[src/rtl/reg_spi_bridge.sv]
// SPI-slave (mode 0) to register-bus bridge: decodes 32-bit host frames into
// single-cycle wr_en/rd_en strobes and shifts read data back out on MISO.
module reg_spi_bridge #(
  parameter int ADDR_W      = 14,
  parameter int DATA_W      = 16,
  parameter int SYNC_STAGES = 2
) (
  input  logic              clk,
  input  logic              rst,
  input  logic              spi_sclk,
  input  logic              spi_cs_n,
  input  logic              spi_mosi,
  output logic              spi_miso,
  output logic              spi_miso_oe,
  output logic              wr_en,
  output logic              rd_en,
  output logic [ADDR_W-1:0] addr,
  output logic [DATA_W-1:0] write_data,
  input  logic [DATA_W-1:0] read_data
);

  typedef enum logic [2:0] {
    S_IDLE, S_HDR, S_WDATA, S_RD_LOAD, S_RDATA, S_SKIP, S_DONE
  } state_t;

  localparam logic [5:0] HDR_LAST   = 6'd15;
  localparam logic [5:0] FRAME_LAST = 6'd31;
  localparam logic [5:0] FIRST_OUT  = 6'd17;

  state_t                  state_q, state_d;
  logic [SYNC_STAGES-1:0]  sclk_sync_q, sclk_sync_d;
  logic [SYNC_STAGES-1:0]  cs_sync_q, cs_sync_d;
  logic [SYNC_STAGES-1:0]  mosi_sync_q, mosi_sync_d;
  logic                    sclk_dly_q, sclk_dly_d;
  logic                    cs_dly_q, cs_dly_d;
  logic                    armed_q, armed_d;
  logic [5:0]              cnt_q, cnt_d;
  logic [DATA_W-1:0]       shift_q, shift_d;
  logic [ADDR_W-1:0]       addr_q, addr_d;
  logic [DATA_W-1:0]       wdata_q, wdata_d;
  logic                    wr_en_q, wr_en_d;
  logic                    rd_en_q, rd_en_d;
  logic                    miso_q, miso_d;
  logic                    oe_q, oe_d;

  logic              sclk_s, cs_s, mosi_s;
  logic              sclk_rise, sclk_fall, cs_rise, cs_fall;
  logic [DATA_W-1:0] shift_in;

  assign sclk_s    = sclk_sync_q[SYNC_STAGES-1];
  assign cs_s      = cs_sync_q[SYNC_STAGES-1];
  assign mosi_s    = mosi_sync_q[SYNC_STAGES-1];
  assign sclk_rise = sclk_s & ~sclk_dly_q;
  assign sclk_fall = ~sclk_s & sclk_dly_q;
  // Chains reset to 0, so a CS fall is only seen after CS was observed high.
  assign cs_rise   = cs_s & ~cs_dly_q;
  assign cs_fall   = ~cs_s & cs_dly_q;
  assign shift_in  = {shift_q[DATA_W-2:0], mosi_s};

  always_comb begin
    sclk_sync_d = {sclk_sync_q[SYNC_STAGES-2:0], spi_sclk};
    cs_sync_d   = {cs_sync_q[SYNC_STAGES-2:0], spi_cs_n};
    mosi_sync_d = {mosi_sync_q[SYNC_STAGES-2:0], spi_mosi};
    sclk_dly_d  = sclk_s;
    cs_dly_d    = cs_s;
    armed_d     = armed_q | cs_s;
    oe_d        = armed_q & ~cs_s;
    state_d     = state_q;
    cnt_d       = cnt_q;
    shift_d     = shift_q;
    addr_d      = addr_q;
    wdata_d     = wdata_q;
    wr_en_d     = 1'b0;
    rd_en_d     = 1'b0;
    miso_d      = 1'b0;

    case (state_q)
      S_IDLE: begin
        if (cs_fall) begin
          cnt_d   = 6'd0;
          state_d = S_HDR;
        end
      end
      S_HDR: begin
        if (cs_rise) begin
          state_d = S_IDLE;
        end else if (sclk_rise) begin
          shift_d = shift_in;
          cnt_d   = cnt_q + 6'd1;
          if (cnt_q == HDR_LAST) begin
            if (shift_in[DATA_W-2]) begin
              state_d = S_SKIP;
            end else begin
              addr_d = shift_in[ADDR_W-1:0];
              if (shift_in[DATA_W-1]) begin
                state_d = S_WDATA;
              end else begin
                rd_en_d = 1'b1;
                state_d = S_RD_LOAD;
              end
            end
          end
        end
      end
      S_WDATA: begin
        if (cs_rise) begin
          state_d = S_IDLE;
        end else if (sclk_rise) begin
          shift_d = shift_in;
          cnt_d   = cnt_q + 6'd1;
          if (cnt_q == FRAME_LAST) begin
            wdata_d = shift_in;
            wr_en_d = 1'b1;
            state_d = S_DONE;
          end
        end
      end
      S_RD_LOAD: begin
        if (cs_rise) begin
          state_d = S_IDLE;
        end else begin
          shift_d = {read_data[DATA_W-2:0], 1'b0};
          miso_d  = read_data[DATA_W-1];
          state_d = S_RDATA;
        end
      end
      S_RDATA: begin
        if (cs_rise) begin
          state_d = S_IDLE;
        end else begin
          miso_d = miso_q;
          if (sclk_rise) begin
            cnt_d = cnt_q + 6'd1;
            if (cnt_q == FRAME_LAST) begin
              miso_d  = 1'b0;
              state_d = S_DONE;
            end
          end else if (sclk_fall && cnt_q >= FIRST_OUT) begin
            // The fall between rises 16 and 17 must not shift: bit 15 is already out.
            miso_d  = shift_q[DATA_W-1];
            shift_d = {shift_q[DATA_W-2:0], 1'b0};
          end
        end
      end
      S_SKIP, S_DONE: begin
        if (cs_rise) state_d = S_IDLE;
      end
      default: state_d = S_IDLE;
    endcase
  end

  always_ff @(posedge clk) begin
    if (rst) begin
      state_q     <= S_IDLE;
      sclk_sync_q <= '0;
      cs_sync_q   <= '0;
      mosi_sync_q <= '0;
      sclk_dly_q  <= 1'b0;
      cs_dly_q    <= 1'b0;
      armed_q     <= 1'b0;
      cnt_q       <= 6'd0;
      shift_q     <= '0;
      addr_q      <= '0;
      wdata_q     <= '0;
      wr_en_q     <= 1'b0;
      rd_en_q     <= 1'b0;
      miso_q      <= 1'b0;
      oe_q        <= 1'b0;
    end else begin
      state_q     <= state_d;
      sclk_sync_q <= sclk_sync_d;
      cs_sync_q   <= cs_sync_d;
      mosi_sync_q <= mosi_sync_d;
      sclk_dly_q  <= sclk_dly_d;
      cs_dly_q    <= cs_dly_d;
      armed_q     <= armed_d;
      cnt_q       <= cnt_d;
      shift_q     <= shift_d;
      addr_q      <= addr_d;
      wdata_q     <= wdata_d;
      wr_en_q     <= wr_en_d;
      rd_en_q     <= rd_en_d;
      miso_q      <= miso_d;
      oe_q        <= oe_d;
    end
  end

  assign spi_miso    = miso_q;
  assign spi_miso_oe = oe_q;
  assign wr_en       = wr_en_q;
  assign rd_en       = rd_en_q;
  assign addr        = addr_q;
  assign write_data  = wdata_q;

endmodule

[config.mk]
export PLATFORM = sky130hd
export DESIGN_NAME = reg_spi_bridge
export DESIGN_NICKNAME = d
export VERILOG_FILES = /design/src/rtl/reg_spi_bridge.sv
export SDC_FILE = /design/constraint.sdc
export NUM_CORES = 1
export LEC_CHECK = 0
export CELL_PAD_IN_SITES_DETAIL_PLACEMENT = 0
export CELL_PAD_IN_SITES_GLOBAL_PLACEMENT = 1
export CORE_MARGIN = 5
export CORE_UTILIZATION = 35
export CTS_CLUSTER_DIAMETER = 200
export DETAILED_ROUTE_END_ITERATION = 12
export GPL_TIMING_DRIVEN = 0
export PLACE_DENSITY_LB_ADDON = 0.1
export SYNTH_ARGS = -nofsm -noshare
export SYNTH_HDL_FRONTEND = slang
export SYNTH_SLANG_ARGS = --single-unit
[constraint.sdc]
create_clock -name clk -period 5.5 [get_ports clk]
set_input_delay 1.1 -clock clk [delete_from_list [all_inputs] [get_ports clk]]
set_output_delay 1.1 -clock clk [all_outputs]
set_load 0.005 [all_outputs]
# Yosys cells after proc, flatten, opt, wreduce, memory -nomap -nowiden

Cells that the tools add are included.

Add/subtract/negate cells: 1
Multipliers: 0
Div/mod/pow operators: 0
Magnitude comparators: 1
Equal/unequal tests: 24
Shifts and indexed selects: 0
Mux-type cells: 31
Bitwise logic cells: 16
Reductions and logical operators: 16

Operator list:

| kind                | count |
|---|---|
| $mux 16             | 6 |
| $pmux 16 s3         | 1 |
| $mux 3              | 10 |
| $mux 6              | 3 |
| $ne 2x2->1 const B  | 8 |
| $pmux 3 s5          | 1 |
| $pmux 6 s2          | 1 |
| $not 1->1           | 10 |
| $eq 3x3->1 const B  | 3 |
| $mux 1              | 8 |
| $ne 4x4->1 const B  | 2 |
| $reduce_and 4->1    | 2 |
| $reduce_and 7->1    | 1 |
| $add 6x1->6 const B | 1 |
| $eq 3x2->1 const B  | 2 |
| $eq 6x4->1 const B  | 1 |
| $eq 6x5->1 const B  | 1 |
| $ge 6x5->1 const B  | 1 |
| $ne 3x1->1 const B  | 2 |
| $ne 3x3->1 const B  | 2 |
| $reduce_and 6->1    | 1 |
| $reduce_or 2->1     | 3 |
| $reduce_or 6->1     | 1 |
| $and 1x1->1         | 5 |
| other kinds (12)    | 13 |

Register bits: 68
Latch bits: 0
Memory bits (writable): 0
Bits in read-only memories: 0
Bits of input ports: 21
Output and inout bits: 34
Logic and storage cells: 104
Memories: 0

# Logic depth before layout (Yosys ltp)

Gate-level depths: netlist of the first run.

Word-level depth: 7
Depth in mapped cells: 8
Depth with buffers taken out: 7

# Worst setup path before layout of the first run

No wires, ideal clock.

Path kind: register to register
Start point: register cnt_q[0]
End point: register addr_q[4], in the netlist addr[4]
Setup time: 0.128 ns
Data arrival time: 1.803 ns
Required time: 5.372 ns
Path slack: 3.569 ns
Cell stages (with the launch flop): 9
Path buffers: 2
Period minus slack after synthesis: 1.931 ns
Path through: dfxtp_1 ha_1 and4b_1 nand2_2 or4_1 buf_6 buf_6 mux2i_1 nor2_1

Cells in the longest elaborated chain, start to end: 2

Ends and longest elaborated chain:

| what                       | line | source |
|---|---|---|
| start: declaration         | 37   | `logic [5:0] cnt_q, cnt_d;` |
| start signal: assignment   | 177  | `cnt_q <= cnt_d;` |
| $eq 6x4->1                 | 90   | `if (cnt_q == HDR_LAST) begin` |
| $reduce_and 5->1 (no line) | -    |  |
| end signal: assignment     | 179  | `addr_q <= addr_d;` |
| end: declaration           | 39   | `logic [ADDR_W-1:0] addr_q, addr_d;` |

No other way between the ends.
A chain may end at the register's enable or synchronous reset.

# Worst setup path after layout of the first run

Start point: input port rst
End point: register wdata_q[1], in the netlist write_data[1]

RTL lines:

| what                   | line | source |
|---|---|---|
| start: declaration     | 9    | `input logic rst,` |
| end signal: assignment | 180  | `wdata_q <= wdata_d;` |
| end: declaration       | 40   | `logic [DATA_W-1:0] wdata_q, wdata_d;` |

No word-level cell between the ends.

==> results.json, run 1 <==
{
  "outcome": "finished clean",
  "crit_start": "rst",
  "worstHoldPathCells": 1,
  "syn-cell-area_mm2": 0.002928,
  "pwr_density_cell_mw_per_mm2": 369.1,
  "fin_util": 0.4640,
  "crit_fanout": 10,
  "hp-start": "sclk_sync_q[0]",
  "ant_nets": 0,
  "ys_seq_area_frac": 0.4650,
  "synth.distinct_cells": 46,
  "slew-limit-headroom": 0.5230,
  "finalHoldViolations": 0,
  "reg2reg_depth": 6,
  "synth_nets": 345,
  "slew_viol_final": 0,
  "dp_hpwl_um": 5350,
  "fin_nets": 410,
  "skew_ns": 0.008976,
  "worst_ep_required_time_ns": 5.70,
  "hp-class": "reg2reg",
  "synth_area_leaders": "dfxtp_1 (46%), mux2i_1 (11%), nor2_1 (7.3%), a311oi_1 (4.5%), nand3_1 (3.2%)",
  "max-cap-violations": 0,
  "coreArea_mm2": 0.008175,
  "yosysTopAreaCellShare": 0.4650,
  "timing.rr.start": "cnt_q[0]",
  "track_usage": 0.1530,
  "drive_above_1_share": 0.08440,
  "drt_pre_antenna_iters": 4,
  "post-route-drc-count": 0,
  "fmax_mhz": 399.2,
  "min_period_ns": 2.505,
  "synthTopCellsByCount": "dfxtp_1 (68), nor2_1 (57), mux2i_1 (31), nand2_1 (24), nand3_1 (19)",
  "grt_max_degree": 12,
  "grt_pass1_wl_um": 12220,
  "die_width_um": 101.5,
  "cts_made_buffers": 9,
  "p_leak_nw": 1.523,
  "dieHeight_um": 101.5,
  "start_util": 0.3581,
  "post-route-period-util": 0.4554,
  "whs_ns": 0.4363,
  "rsz0062_at_grt": "no",
  "place.gp.congestion": 0.7717,
  "synth_top_cell_by_area": "dfxtp_1",
  "dr_total_vias": 2499,
  "portBuffers": 54,
  "async_flop_share": 0,
  "drt_wl_total_um": 7557,
  "worstMarginPinSlew_ns": 0.7065,
  "clockBufferDepth": 2,
  "wl_per_cell_um": 15.24,
  "finalSetupViolCount": 0,
  "vias_per_cell": 5.038,
  "r2r_end": "state_q[0]",
  "r2r_setup_slack_ns": 3.25,
  "ys_ff_latch": 68,
  "postSynthCellCount": 321,
  "die_area_mm2": 0.01029,
  "synth_edf_count": 0,
  "ir_worst_vdd_mv": 0.1343,
  "seqCellArea_mm2": 0.001361,
  "end_kind": "flip-flop",
  "arrival_ns": 2.70,
  "root_buffer": "clkbuf_8",
  "cts_hold_buf": 0,
  "cts_tree": "yes",
  "synth_most_common_cell": "dfxtp_1",
  "areaGrowthSynthToFinish_pct": 29.57,
  "ios": 55,
  "fin_tns_setup_ns": 0,
  "avgSynthCellArea_um2": 9.121,
  "diodes": 0,
  "grt_pass1_vias": 2397,
  "worstSetupPathType": "in2reg",
  "endpoint": "write_data[1]",
  "finalWorstSetupSlack_ns": 2.995,
  "place_ws_ns": 2.652,
  "cts_setup_buffers": 0,
  "htreeDepth": 3,
  "clk_pin_slew_worst_paths_ns": 0.07,
  "antenna_found_initial": 0,
  "multiInputGateArea_mm2": 0.001418,
  "rows": 33,
  "grt_overflow": 0,
  "nFillCells": 833,
  "ys_warn_count": 0,
  "worst_skew_pair.late_latency_ns": 0.34,
  "cts.sinks": 68,
  "start_kind": "input port",
  "cts-resized-gates": 0,
  "drt-initial-drc-count": 129,
  "synth_ff_type": "dfxtp_1"
}
## stage by stage
step / cell area [um2] / power, W / std cells
2_1_floorplan: 2928 / 0.0008828 / 321
3_3_place_gp: 3600 / 0.001000 / 480
3_5_place_dp: 3600 / 0.001001 / 480
4_1_cts: 3794 / 0.001411 / 496
5_1_grt: 3794 / 0.001483 / 496
6_report: 3794 / 0.001400 / 496
## flip-flops by register name (all words and copies together), names as in the netlist
name	cells
armed_q	1
write_data	16
state_q	3
rd_en	1
shift_q	16
addr	14
spi_miso_oe	1
wr_en	1
cs_dly_q	1
cnt_q	6
sclk_dly_q	1
mosi_sync_q	2
cs_sync_q	2
spi_miso	1
sclk_sync_q	2
## layer usage
metal  track usage  up-vias  share of wire
li1              -     1254              -
met1        0.2179     1167           0.49
met2        0.2228       69           0.43
met3       0.03788        9          0.061
met4       0.05726        0          0.015
met5             0        -              0
## report_power, final
part | total [W] | internal (W) | leakage, nW | switching, W
clock network | 0.000407 | 0.000222 | 0.100 | 0.000185
registers | 0.000605 | 0.000543 | 0.551 | 0.0000616
logic | 0.000389 | 0.000148 | 0.872 | 0.000240
total | 0.00140 | 0.000913 | 1.52 | 0.000487
## cells in the final DEF, fill, tap and decap left out, types with 2 or more instances in the layout
cell type	n
dfxtp_1	68
a2111oi_0	2
clkdlybuf4s50_1	54
mux2i_1	31
buf_6	4
nor3_1	5
inv_1	6
mux2_2	2
clkbuf_1	12
buf_2	8
o21ai_0	9
clkbuf_8	10
nand2b_1	4
nor2_1	57
xnor2_1	6
nor2b_1	14
nand3_1	19
nand2_1	24
a22oi_1	2
ha_1	3
nor3b_1	3
a311oi_1	15
a21oi_1	4
clkinv_2	2
## layout make-up
class                   instances  area share
inverters                       6    0.005937
plain buffers                  23     0.03331
well taps                     105     0.03463
clock buffers                  12     0.03826
clock inverters                 4     0.01286
flip-flops and latches         68      0.3588
multi-input cells             224      0.3737
repair buffers                 54      0.1425
## worst min-delay path by stage
| stage | to | slack (ns) |
|---|---|---|
| after floorplan | cs_sync_q[1] | 0.41 |
| after global placement | cs_sync_q[1] | 0.42 |
| after global routing | sclk_sync_q[1] | 0.47 |
| final | sclk_sync_q[1] | 0.44 |
| after CTS | sclk_sync_q[1] | 0.44 |
| after detailed placement | sclk_sync_q[1] | 0.42 |
## worst max-delay path, cell delays in order
cell and delay, ns:
clkdlybuf4s50_1 0.50, clkbuf_1 0.42, clkbuf_1 0.57, nor2_1 0.12
## cell families (layout without fill, tap and decap cells)
family                     after synthesis  in the layout  share of synthesized area
muxes                                   33             33                     0.1137
adders and majority gates                3              3                    0.01282
xor gates and xnor gates                 6              6                    0.01795
and+or+nand+nor                        138            138                     0.2261
DFF                                     68             68                     0.4650
buffers and inverters                   29             99                    0.05085
AOI/OAI and AO/OA                       44             44                     0.1137
(Power assumes the default switching activity.)
==> run 2, diff against run 1 <==
clock period = 2.4 ns   (was 5.5 ns; I/O delays follow)
==> results of run 2 <==
Same layout as run 1 (identical final DEF). Status: finished clean.
Main changes from that run: setup slack after placement 2.652 ns -> 0.1717 ns; setup slack after layout 2.995 ns -> 0.1464 ns; start point of the critical path rst -> cnt_q[0]; end point of the critical path write_data[1] -> state_q[0]; register-to-register setup slack 3.25 ns -> 0.15 ns; total power 0.001400 W -> 0.003209 W; worst IR drop on VDD 0.1343 mV -> 0.3077 mV
==> run 3, diff against run 2 <==
GPL_TIMING_DRIVEN = default   (was 0)
MAX_ROUTING_LAYER = met4   (was default)
==> run 3 against run 2 <==
Effect of this change: clock skew decreased by 0.0019 ns; count of clock-buffer cells in the layout is 3 lower; die area unchanged; core utilization decreased by 0.23 points; worst setup slack better by 0.15 ns; via count decreased by 2.5%; sequential cell count stayed put; clock power up 2.4%; critical endpoint is now shift_q[0].
==> results.json, run 3 (same netlist as run 1, synthesis figures left out) <==
{
  "diodes": 0,
  "slew-limit-headroom": 0.5206,
  "grt_pass1_vias": 2301,
  "dieHeight_um": 101.5,
  "timing.rr.start": "cnt_q[1]",
  "cts.sinks": 68,
  "max-cap-violations": 0,
  "coreArea_mm2": 0.008175,
  "worstSetupPathType": "reg2reg",
  "final_common_cell": "dfxtp_1",
  "vias_per_cell": 5.043,
  "end_kind": "flip-flop",
  "grt_pass1_wl_um": 11640,
  "worstMarginPinSlew_ns": 0.7010,
  "cts_hold_buf": 0,
  "final_cell_area_mm2": 0.003775,
  "fmax_mhz": 474.4,
  "cts_setup_buffers": 0,
  "post-route-period-util": 0.8783,
  "crit_start": "cnt_q[1]",
  "finalSetupViolCount": 0,
  "drt-initial-drc-count": 99,
  "min_period_ns": 2.108,
  "wl_per_cell_um": 14.35,
  "grt_max_degree": 33,
  "cts_tree": "yes",
  "ios": 55,
  "pwr_density_cell_mw_per_mm2": 857.6,
  "worst_ep_required_time_ns": 2.67,
  "antenna_found_initial": 0,
  "dpl_cell_area_mm2": 0.003576,
  "start_util": 0.3581,
  "crit_fanout": 32,
  "dp_hpwl_um": 4829,
  "ir_worst_vdd_mv": 0.3414,
  "hp-start": "sclk_sync_q[0]",
  "cts_made_buffers": 9,
  "cts-resized-gates": 0,
  "final_cell_count_no_fill": 483,
  "worst_skew_pair.late_latency_ns": 0.34,
  "drive_above_1_share": 0.08995,
  "power.total_w": 0.003237,
  "final_cell_mix": "dfxtp_1 (68), nor2_1 (57), clkdlybuf4s50_1 (53), mux2i_1 (31), nand2_1 (24)",
  "rows": 33,
  "areaGrowthSynthToFinish_pct": 28.93,
  "p_leak_nw": 1.495,
  "clk_pin_slew_worst_paths_ns": 0.08,
  "ant_nets": 0,
  "rsz0062_at_grt": "no",
  "htreeDepth": 3,
  "seqCellArea_mm2": 0.001361,
  "dp_cells": 467,
  "drt_pre_antenna_iters": 4,
  "start_kind": "flip-flop",
  "nFillCells": 839,
  "die_width_um": 101.5,
  "dr_total_vias": 2436,
  "fin_nets": 397,
  "fin_tns_setup_ns": 0,
  "root_buffer": "clkbuf_8",
  "finalHoldViolations": 0,
  "place.gp.congestion": 0.8126,
  "r2r_setup_slack_ns": 0.29,
  "clockBufferDepth": 2,
  "skew_ns": 0.007125,
  "slew_viol_final": 0,
  "whs_ns": 0.4383,
  "hp-class": "reg2reg",
  "track_usage": 0.1482,
  "die_area_mm2": 0.01029,
  "drt_wl_total_um": 6930,
  "outcome": "finished clean",
  "post-route-drc-count": 0,
  "grt_overflow": 0,
  "arrival_ns": 2.38,
  "portBuffers": 54,
  "multiInputGateArea_mm2": 0.001425
}
==> run 3: changes by cell type in the layout (fill, tap and decap cells not counted), moves of 2 or more <==
cell        before  now
clkbuf_1        12    0
buf_4            0    8
buf_2            8    1
buf_6            4    0
clkinvlp_4       0    3
buf_12           0    2
inv_6            0    2
==> run 3: path summary, 6_finish.rpt <==
check                   end  depth (start not counted)
max              shift_q[0]                          8
min          sclk_sync_q[1]                          1
max reg2reg      shift_q[0]                          8
min reg2reg  sclk_sync_q[1]                          1
==> run 3: per-layer routing <==
layer  vias to the layer above  global-route usage  part of all wire
li1                       1230                   -                 -
met1                      1143              0.2137              0.52
met2                        53              0.1962              0.43
met3                        10             0.02961             0.040
met4                         0             0.06748             0.013
met5                         -                   -                 0
==> run 3: layout make-up <==
type                       instances  area share
multi-input combinational        224      0.3775
tap                              105     0.03480
clock buffer                       9     0.03281
timing repair buffer              64      0.1684
inverter                           6    0.005966
sequential                        68      0.3606
clock inverter                     7     0.01989
==> run 3: report_power, final <==
group	switching [W]	internal, W	leakage, nW
clock	0.000469	0.000485	0.0923
combinational	0.000494	0.000369	0.852
sequential	0.000176	0.00124	0.551
total	0.00114	0.00210	1.49
==> run 3: stage by stage <==
stage / setup slack (ns) / utilization
after CTS: 0.2946 / 0.4617
final: 0.2922 / 0.4617
after detailed placement: 0.3276 / 0.4374
after global placement: 0.3345 / 0.4374
after global routing: 0.06811 / 0.4617
after floorplan: 0.4690 / -
==> run 3: critical path, stage by stage (launching register included) <==
cell and delay [ns]:
dfxtp_1 0.36, inv_1 0.08, ha_1 0.17, or4b_1 0.53, a221oi_2 0.35, a211oi_4 0.09, buf_12 0.18, nand2b_1 0.15
a21oi_1 0.12
